[config.mk]
export PLATFORM = sky130hd
export DESIGN_NAME = syscall_responder
export DESIGN_NICKNAME = d
export VERILOG_FILES = /design/src/rtl/syscall_responder.sv
export SDC_FILE = /design/constraint.sdc
export NUM_CORES = 1
export LEC_CHECK = 0
export CORE_MARGIN = 2
export CORE_UTILIZATION = 54
export DETAILED_ROUTE_END_ITERATION = 10
export MAX_ROUTING_LAYER = met4
export PLACE_DENSITY = 0.78
export SYNTH_ARGS = -nofsm -noshare
export SYNTH_HDL_FRONTEND = slang
export SYNTH_SLANG_ARGS = --single-unit
[constraint.sdc]
create_clock -name clk -period 10.8 [get_ports clk]
set_input_delay 3.24 -clock clk [delete_from_list [all_inputs] [get_ports clk]]
set_output_delay 3.24 -clock clk [all_outputs]
set_load 0.05 [all_outputs]
[src/rtl/syscall_responder.sv]
// Syscall service engine: prints signed ints, NUL-terminated strings and chars on a
// valid/ready byte stream. Define SYSCALL_EXIT_EN to build the sticky exit/halt service.
module syscall_responder #(
    parameter int STR_MAX = 256
) (
    input  logic        clk,
    input  logic        rst_n,
    input  logic        sys_req,
    input  logic [31:0] sys_v,
    input  logic [31:0] sys_a,
    output logic        busy,
    output logic        halt,
    output logic        mem_rd,
    output logic [31:0] mem_addr,
    input  logic [7:0]  mem_data,
    output logic        out_valid,
    output logic [7:0]  out_data,
    input  logic        out_ready
);

    localparam int CW = $clog2(STR_MAX + 1);
    localparam logic [31:0] SVC_INT  = 32'd1;
    localparam logic [31:0] SVC_STR  = 32'd4;
    localparam logic [31:0] SVC_CHR  = 32'd11;
`ifdef SYSCALL_EXIT_EN
    localparam logic [31:0] SVC_EXIT = 32'd10;
`endif

    typedef enum logic [3:0] {
        IDLE,
        INT_CONV,
        INT_SIGN,
        INT_EMIT,
        STR_FETCH,
        STR_WAIT,
        STR_EMIT,
        CHR_EMIT
`ifdef SYSCALL_EXIT_EN
        , HALTED
`endif
    } stateType;

    stateType       stateReg;
    logic [31:0]    magReg;
    logic           signReg;
    logic [3:0]     digitCnt;
    logic [3:0]     digitStack [10];
    logic [CW-1:0]  byteCnt;
    logic [31:0]    magDiv;
    logic [3:0]     magMod;

    assign magDiv = magReg / 32'd10;
    assign magMod = 4'(magReg % 32'd10);

    // Digit stack: the conversion pushes least-significant digit first at index digitCnt.
    for (genvar gi = 0; gi < 10; gi++) begin : gen_digit
        always_ff @(posedge clk or negedge rst_n) begin
            if (!rst_n) begin
                digitStack[gi] <= 4'd0;
            end else if (stateReg == INT_CONV && digitCnt == 4'(gi)) begin
                digitStack[gi] <= magMod;
            end
        end
    end

`ifndef SYSCALL_EXIT_EN
    assign halt = 1'b0;
`endif

    always_ff @(posedge clk or negedge rst_n) begin
        if (!rst_n) begin
            stateReg  <= IDLE;
            busy      <= 1'b0;
            mem_rd    <= 1'b0;
            mem_addr  <= 32'd0;
            out_valid <= 1'b0;
            out_data  <= 8'd0;
            magReg    <= 32'd0;
            signReg   <= 1'b0;
            digitCnt  <= 4'd0;
            byteCnt   <= '0;
`ifdef SYSCALL_EXIT_EN
            halt      <= 1'b0;
`endif
        end else begin
            mem_rd <= 1'b0;
            case (stateReg)
                IDLE: begin
                    if (sys_req) begin
                        if (sys_v == SVC_INT) begin
                            signReg  <= sys_a[31];
                            magReg   <= sys_a[31] ? (~sys_a + 32'd1) : sys_a;
                            digitCnt <= 4'd0;
                            busy     <= 1'b1;
                            stateReg <= INT_CONV;
                        end else if (sys_v == SVC_STR) begin
                            mem_addr <= sys_a;
                            mem_rd   <= 1'b1;
                            byteCnt  <= '0;
                            busy     <= 1'b1;
                            stateReg <= STR_FETCH;
                        end else if (sys_v == SVC_CHR) begin
                            out_data  <= sys_a[7:0];
                            out_valid <= 1'b1;
                            busy      <= 1'b1;
                            stateReg  <= CHR_EMIT;
`ifdef SYSCALL_EXIT_EN
                        end else if (sys_v == SVC_EXIT) begin
                            halt     <= 1'b1;
                            busy     <= 1'b1;
                            stateReg <= HALTED;
`endif
                        end
                    end
                end
                INT_CONV: begin
                    magReg   <= magDiv;
                    digitCnt <= digitCnt + 4'd1;
                    // Last digit computed this cycle is the most significant one.
                    if (magDiv == 32'd0) begin
                        out_valid <= 1'b1;
                        if (signReg) begin
                            out_data <= 8'h2D;
                            stateReg <= INT_SIGN;
                        end else begin
                            out_data <= {4'h3, magMod};
                            stateReg <= INT_EMIT;
                        end
                    end
                end
                INT_SIGN: begin
                    if (out_ready) begin
                        out_data <= {4'h3, digitStack[digitCnt - 4'd1]};
                        stateReg <= INT_EMIT;
                    end
                end
                INT_EMIT: begin
                    if (out_ready) begin
                        digitCnt <= digitCnt - 4'd1;
                        if (digitCnt == 4'd1) begin
                            out_valid <= 1'b0;
                            busy      <= 1'b0;
                            stateReg  <= IDLE;
                        end else begin
                            out_data <= {4'h3, digitStack[digitCnt - 4'd2]};
                        end
                    end
                end
                STR_FETCH: stateReg <= STR_WAIT;
                STR_WAIT: begin
                    if (mem_data == 8'h00) begin
                        busy     <= 1'b0;
                        stateReg <= IDLE;
                    end else begin
                        out_valid <= 1'b1;
                        out_data  <= mem_data;
                        stateReg  <= STR_EMIT;
                    end
                end
                STR_EMIT: begin
                    if (out_ready) begin
                        out_valid <= 1'b0;
                        if (byteCnt == CW'(STR_MAX - 1)) begin
                            busy     <= 1'b0;
                            stateReg <= IDLE;
                        end else begin
                            mem_addr <= mem_addr + 32'd1;
                            mem_rd   <= 1'b1;
                            byteCnt  <= byteCnt + 1'b1;
                            stateReg <= STR_FETCH;
                        end
                    end
                end
                CHR_EMIT: begin
                    if (out_ready) begin
                        out_valid <= 1'b0;
                        busy      <= 1'b0;
                        stateReg  <= IDLE;
                    end
                end
`ifdef SYSCALL_EXIT_EN
                HALTED: stateReg <= HALTED;
`endif
                default: stateReg <= IDLE;
            endcase
        end
    end

endmodule
==> impl_metrics.ini, run 1 <==
[timing]
relSlewSlack_pct = 30.9
fmax_mhz = 89.2
fin_crit_ps = 11210
setup_violations = 43
fin_skew_ps = 12.1
fin_ws_ps = -407
hold_viol = 0
setup_tns_ps = -11100
hold_ws_ps = 516
tightestPinTransition_ps = 1030
drv_slew = 0
period_share_pct = 104
rsz0062_at_grt = true

[grt]
grt_pass1_wl_mm = 78.4
antenna_found_initial = 1
grt.total_usage_pct = 37.9
grt_max_degree = 68
grt_overflow = 0
grt_pass1_vias = 14974

[layout]
syn2layout_area_growth_pct = 44.0
nets = 2179
regArea_um2 = 3310
multi_input_area_um2 = 10900
drive_gt1_share_pct = 32.0
fillCellCount = 1638

[drt]
postRouteAntennaNets = 0
drtPass1Iterations = 6
drcViolationCount = 0
wl_mm = 51.9
drt_iter0_drc = 2492
via_count = 16472
vias_per_cell = 6.78
wl_per_cell_um = 21.4

[clock_tree]
tritoncts = built
clockBufferDepth = 2
clockRootBuffer = clkbuf_16
clk_latency_ps = 440
cts-htree-levels = 4
clock_sinks = 132
holdBufCountCts = 0
cts_made_buffers = 17
cts.reportedPaths.clkPinSlew_ps = 70

[yosys]
ys_warn_count = 0
synth_enable_flop_cells = 0
postSynthCellCount = 1745
avgSynthCellArea_um2 = 7.66
ys_types = 102
synth_ff_type = dfrtp_1
postSynth.asyncResetShare_pct = 100
ys_seq_area_share_pct = 24.7
syn-num-nets = 1834
synth_seq_cells = 132
syn_area_um2 = 13400

[worst_setup_path]
cp_data_arrival_time_ps = 11530
crit_slowest_cell = dfrtp_2
crit_top_cell = buf_4
critPathRequiredTime_ps = 11120
critPathKind = register to register
end_kind = register
r2r_cells = 50
slowest_delay_ps = 470
critPathMaxFanout = 8
start_kind = register

[floorplan]
start_util_pct = 55.0
die_h_um = 161
dieArea_um2 = 26000
placementRows = 57
core_um2 = 24300
num_io_pins = 120
fp.dieW_um = 161

[worst_hold_path]
min_path_type = register to register
holdPathStages = 2

[place]
io_buffers = 118
place.gp.congestion = 0.975
hpwlAfterDp_mm = 34.0

[flow_run]
drv_cap = 0

[status]
violations = setup timing
status = finished, violations left
==> routing by layer <==
| metal | global-route usage, % | vias to the layer above | share of wire (%) | wire, um |
|---|---|---|---|---|
| li1 | - | 7387 | - | - |
| met3 | 5.86 | 207 | 8.9 | 4620 |
| met2 | 59.9 | 1038 | 47 | 24400 |
| met4 | 13.3 | 0 | 4.2 | 2200 |
| met5 | - | - | 0 | 0 |
| met1 | 49.8 | 7840 | 40 | 20700 |
==> through the flow <==
stage / setup slack, ps / utilization [%] / cell area [um^2] / cells
global placement: -725 / 67.7 / 16500 / 2319
detailed placement: -810 / 67.7 / 16500 / 2319
CTS: -5.66 / 73.8 / 18000 / 2382
global route: -764 / 79.2 / 19300 / 2428
finish: -407 / 79.2 / 19300 / 2429
floorplan: 18.1 / - / 13400 / 1745
==> placed cells by master, fill, tap and decap left out, drive strengths merged, types with 16 or more instances in the layout <==
master and count:
a21oi 139, xor2 20, o21ai 142, clkdlybuf4s50 117, nand4 29, a211oi 25
nand3 63, o31ai 29, mux2i 28, clkbuf 17, nand2 184, nor2 168
mux4 16, o211ai 21, o2111ai 16, nor4 27, mux2 49, and3 30
or4 16, dfrtp 132, nor3 58, buf 334, xnor2 37, a31oi 17
o22ai 27, inv 44
==> synthesized netlist by cell type (27+ instances only) <==
cell | number | area [um^2]
nand2_1 | 183 | 687
nor2_1 | 168 | 631
a21oi_1 | 138 | 691
dfrtp_1 | 132 | 3300
o21ai_0 | 127 | 636
clkbuf_1 | 100 | 375
nand3_1 | 63 | 315
nor3_1 | 56 | 280
mux2_2 | 49 | 552
xnor2_1 | 37 | 324
inv_1 | 32 | 120
and3_1 | 30 | 188
nand4_1 | 29 | 181
mux2i_1 | 28 | 280
nor4_1 | 27 | 169
o22ai_1 | 27 | 169
o31ai_1 | 27 | 203
==> layout make-up <==
cell class / instances / share of cell area, %
diodes: 2 / 0.0260
inverters: 38 / 0.741
clock buffers: 17 / 2.21
well taps: 324 / 2.11
clock inverters: 15 / 0.916
multi-input cells: 1450 / 56.7
repair buffers: 451 / 20.1
flip-flops and latches: 132 / 17.2
==> flip-flops by register name, indices dropped and copies added (netlist names) <==
signal and flops:
out_valid 1, byteCnt 9, mem_addr 32, digitStack 40
digitCnt 4, out_data 8, mem_rd 1, stateReg 3
magReg 32, busy 1, signReg 1
==> critical path: cells and delay by family (launching register included) <==
family,cells,cell delay [ps]
DFF,1,470
and+or+nand+nor,15,3220
buffers and inverters,13,2090
AOI/OAI and AO/OA,19,4550
xor gates and xnor gates,1,240
muxes,2,450
==> timing repair <==
action | CTS | global route
endpoints found under the setup margin | 44 | 44
gates resized for setup | 145 | 199
buffers inserted | 30 | 45
pin swaps | 58 | 79
gates cloned | 1 | 3
==> cells by family (layout without fill, tap and decap cells) <==
logic type                 Yosys count  after routing  synth area share [%]
other                                1              3                0.0280
and+or+nand+nor                    677            678                  24.9
muxes                               93             93                  8.92
adders and majority gates           17             17                  1.52
buffers and inverters              164            521                  4.86
xor gates and xnor gates            57             57                  3.73
DFF                                132            132                  24.7
AOI/OAI and AO/OA                  604            604                  31.4
==> final timing paths <==
kind	slack, ps	end	start
setup / recovery	-410	digitStack[38]$_DFFE_PN0P_	magReg[28]$_DFFE_PN0P_
hold / removal	520	out_data[1]$_DFFE_PN0P_	out_data[1]$_DFFE_PN0P_
setup reg to reg	-410	digitStack[38]$_DFFE_PN0P_	magReg[28]$_DFFE_PN0P_
hold reg to reg	520	out_data[1]$_DFFE_PN0P_	out_data[1]$_DFFE_PN0P_
max in group asynchronous	6650	magReg[3]$_DFFE_PN0P_	rst_n
min in group asynchronous	2810	digitStack[19]$_DFFE_PN0P_	rst_n
Power of run 1 is not shown: default switching activity piles up to over one toggle a cycle in this logic, so the estimate is an artifact.
==> inputs of run 2 (changes only) <==
- CAP_MARGIN: not set -> 20
- GPL_TIMING_DRIVEN: not set -> 0
==> run 2 against run 1 <==
The flow still finishes with violations (setup timing). Worst hold slack got worse by 28 ps. Non-clock buffer count decreased by 27. Sequential cell count is the same. Highest routed layer unchanged. Count of clock-buffer cells in the layout did not move. Via count rose by 1.8%.
==> impl_metrics.ini, run 2 (same netlist as run 1, synthesis figures left out) <==
[floorplan]
fp.dieW_um = 161
num_io_pins = 120
placementRows = 57
die_h_um = 161
core_um2 = 24300
start_util_pct = 55.0
dieArea_um2 = 26000

[drt]
drtPass1Iterations = 7
wl_mm = 54.3
wl_per_cell_um = 22.6
drcViolationCount = 0
postRouteAntennaNets = 0
via_count = 16765
vias_per_cell = 6.98
drt_iter0_drc = 2606

[worst_setup_path]
start_kind = register
critPathMaxFanout = 10
critPathKind = register to register
crit_top_cell = buf_4
slowest_delay_ps = 450
r2r_cells = 51
crit_slowest_cell = dfrtp_2
cp_data_arrival_time_ps = 11810
critPathRequiredTime_ps = 11120
end_kind = register

[timing]
relSlewSlack_pct = 41.8
fin_skew_ps = 8.32
fmax_mhz = 87.0
setup_violations = 44
fin_ws_ps = -690
fin_crit_ps = 11490
tightestPinTransition_ps = 873
hold_viol = 0
rsz0062_at_grt = true
drv_slew = 0
period_share_pct = 106

[clock_tree]
cts_made_buffers = 17
clockRootBuffer = clkbuf_16
clockBufferDepth = 2
clk_latency_ps = 440
clock_sinks = 132
tritoncts = built
cts-htree-levels = 4
cts.reportedPaths.clkPinSlew_ps = 60

[worst_hold_path]
min_path_type = register to register
holdPathStages = 2

[layout]
final_cell_mix = nand2_1 (173), buf_4 (159), nor2_1 (148), a21oi_1 (132), dfrtp_1 (129)
largest_register_ffs = 40
stdcell_count = 2401
reg_top3 = digitStack x40, magReg x32, mem_addr x32
nets = 2151
final_common_cell = nand2_1
syn2layout_area_growth_pct = 41.2
regMostFlops = digitStack
fillCellCount = 1670
drive_gt1_share_pct = 26.3

[place]
io_buffers = 117
post-place-ws_ps = -2530
place_inst = 2187
place.gp.congestion = 0.986
hpwlAfterDp_mm = 34.4

[grt]
grt_max_degree = 68
antenna_found_initial = 0
met1_usage_pct = 54.4
use_met3_pct = 5.88
grt.total_usage_pct = 39.9
met2_usage_pct = 60.7
grt-busiest-layer = met2
grt_overflow = 0
grt_pass1_vias = 15188
grt_pass1_wl_mm = 81.6

[status]
violations = setup timing
status = finished, violations left

[flow_run]
drv_cap = 0
run 2: cell types whose count changed in the layout (fill, tap and decap cells not counted), sizes merged, moves of 5 or more:
cell,previous run,this run
inv,44,38
clkinv,7,12
buf,334,212
clkbuf,17,113
run 2: metrics by stage:
step                      TNS (ps)  utilization, %  hold WS (ps)  area [um^2]
after floorplan                  0               -           490        13400
after global placement      -99710            61.6           473        15000
after detailed placement   -101470            61.7           479        15000
after CTS                    -3960            72.6           493        17700
after global routing        -40220            77.6           532        18900
final                       -25540            77.6           488        18900
run 2: final timing paths:
| kind | from | end | slack [ps] |
|---|---|---|---|
| setup reg to reg | magReg[28]$_DFFE_PN0P_ | digitStack[19]$_DFFE_PN0P_ | -690 |
| setup / recovery | magReg[28]$_DFFE_PN0P_ | digitStack[19]$_DFFE_PN0P_ | -690 |
| hold / removal | out_data[7]$_DFFE_PN0P_ | out_data[7]$_DFFE_PN0P_ | 490 |
| min in group asynchronous | rst_n | digitStack[18]$_DFFE_PN0P_ | 2790 |
| hold reg to reg | out_data[7]$_DFFE_PN0P_ | out_data[7]$_DFFE_PN0P_ | 490 |
| max in group asynchronous | rst_n | magReg[12]$_DFFE_PN0P_ | 7230 |
run 2: cell type report:
class | instances | area, um^2 | share of cell area (%)
Tap cell | 324 | 405 | 2.15
Sequential cell | 132 | 3310 | 17.5
Multi-Input combinational cell | 1449 | 11100 | 58.6
Clock buffer | 17 | 425 | 2.25
Timing Repair Buffer | 303 | 2740 | 14.5
Buffer | 121 | 614 | 3.25
Antenna cell | 2 | 5.00 | 0.0265
Inverter | 38 | 143 | 0.756
Clock inverter | 15 | 171 | 0.908
run 2: critical path, delay by kind of cell (launching register included):
kind | cells | cell delay (ps)
AND/OR/NAND/NOR | 12 | 2400
AO/OA/AOI/OAI | 22 | 5310
multiplexers | 1 | 270
flip-flops | 1 | 450
adder cells (fa/ha/maj) | 1 | 420
XOR/XNOR | 1 | 230
buffers and inverters | 14 | 2250
run 2: what timing repair did:
| item | CTS | global route |
|---|---|---|
| pin swaps | 96 | 68 |
| hold buffers | 0 | 0 |
| cloned | 3 | 1 |
| resized for setup | 256 | 128 |
| setup endpoints to repair | 47 | 45 |
| buffers inserted | 108 | 74 |
run 2: metal layers:
metal	routed length [um]	vias up
met4	2600	0
li1	-	7327
met1	21900	7985
met5	0	-
met2	24300	1206
met3	5560	247
Power of run 2 is left out for the same reason.
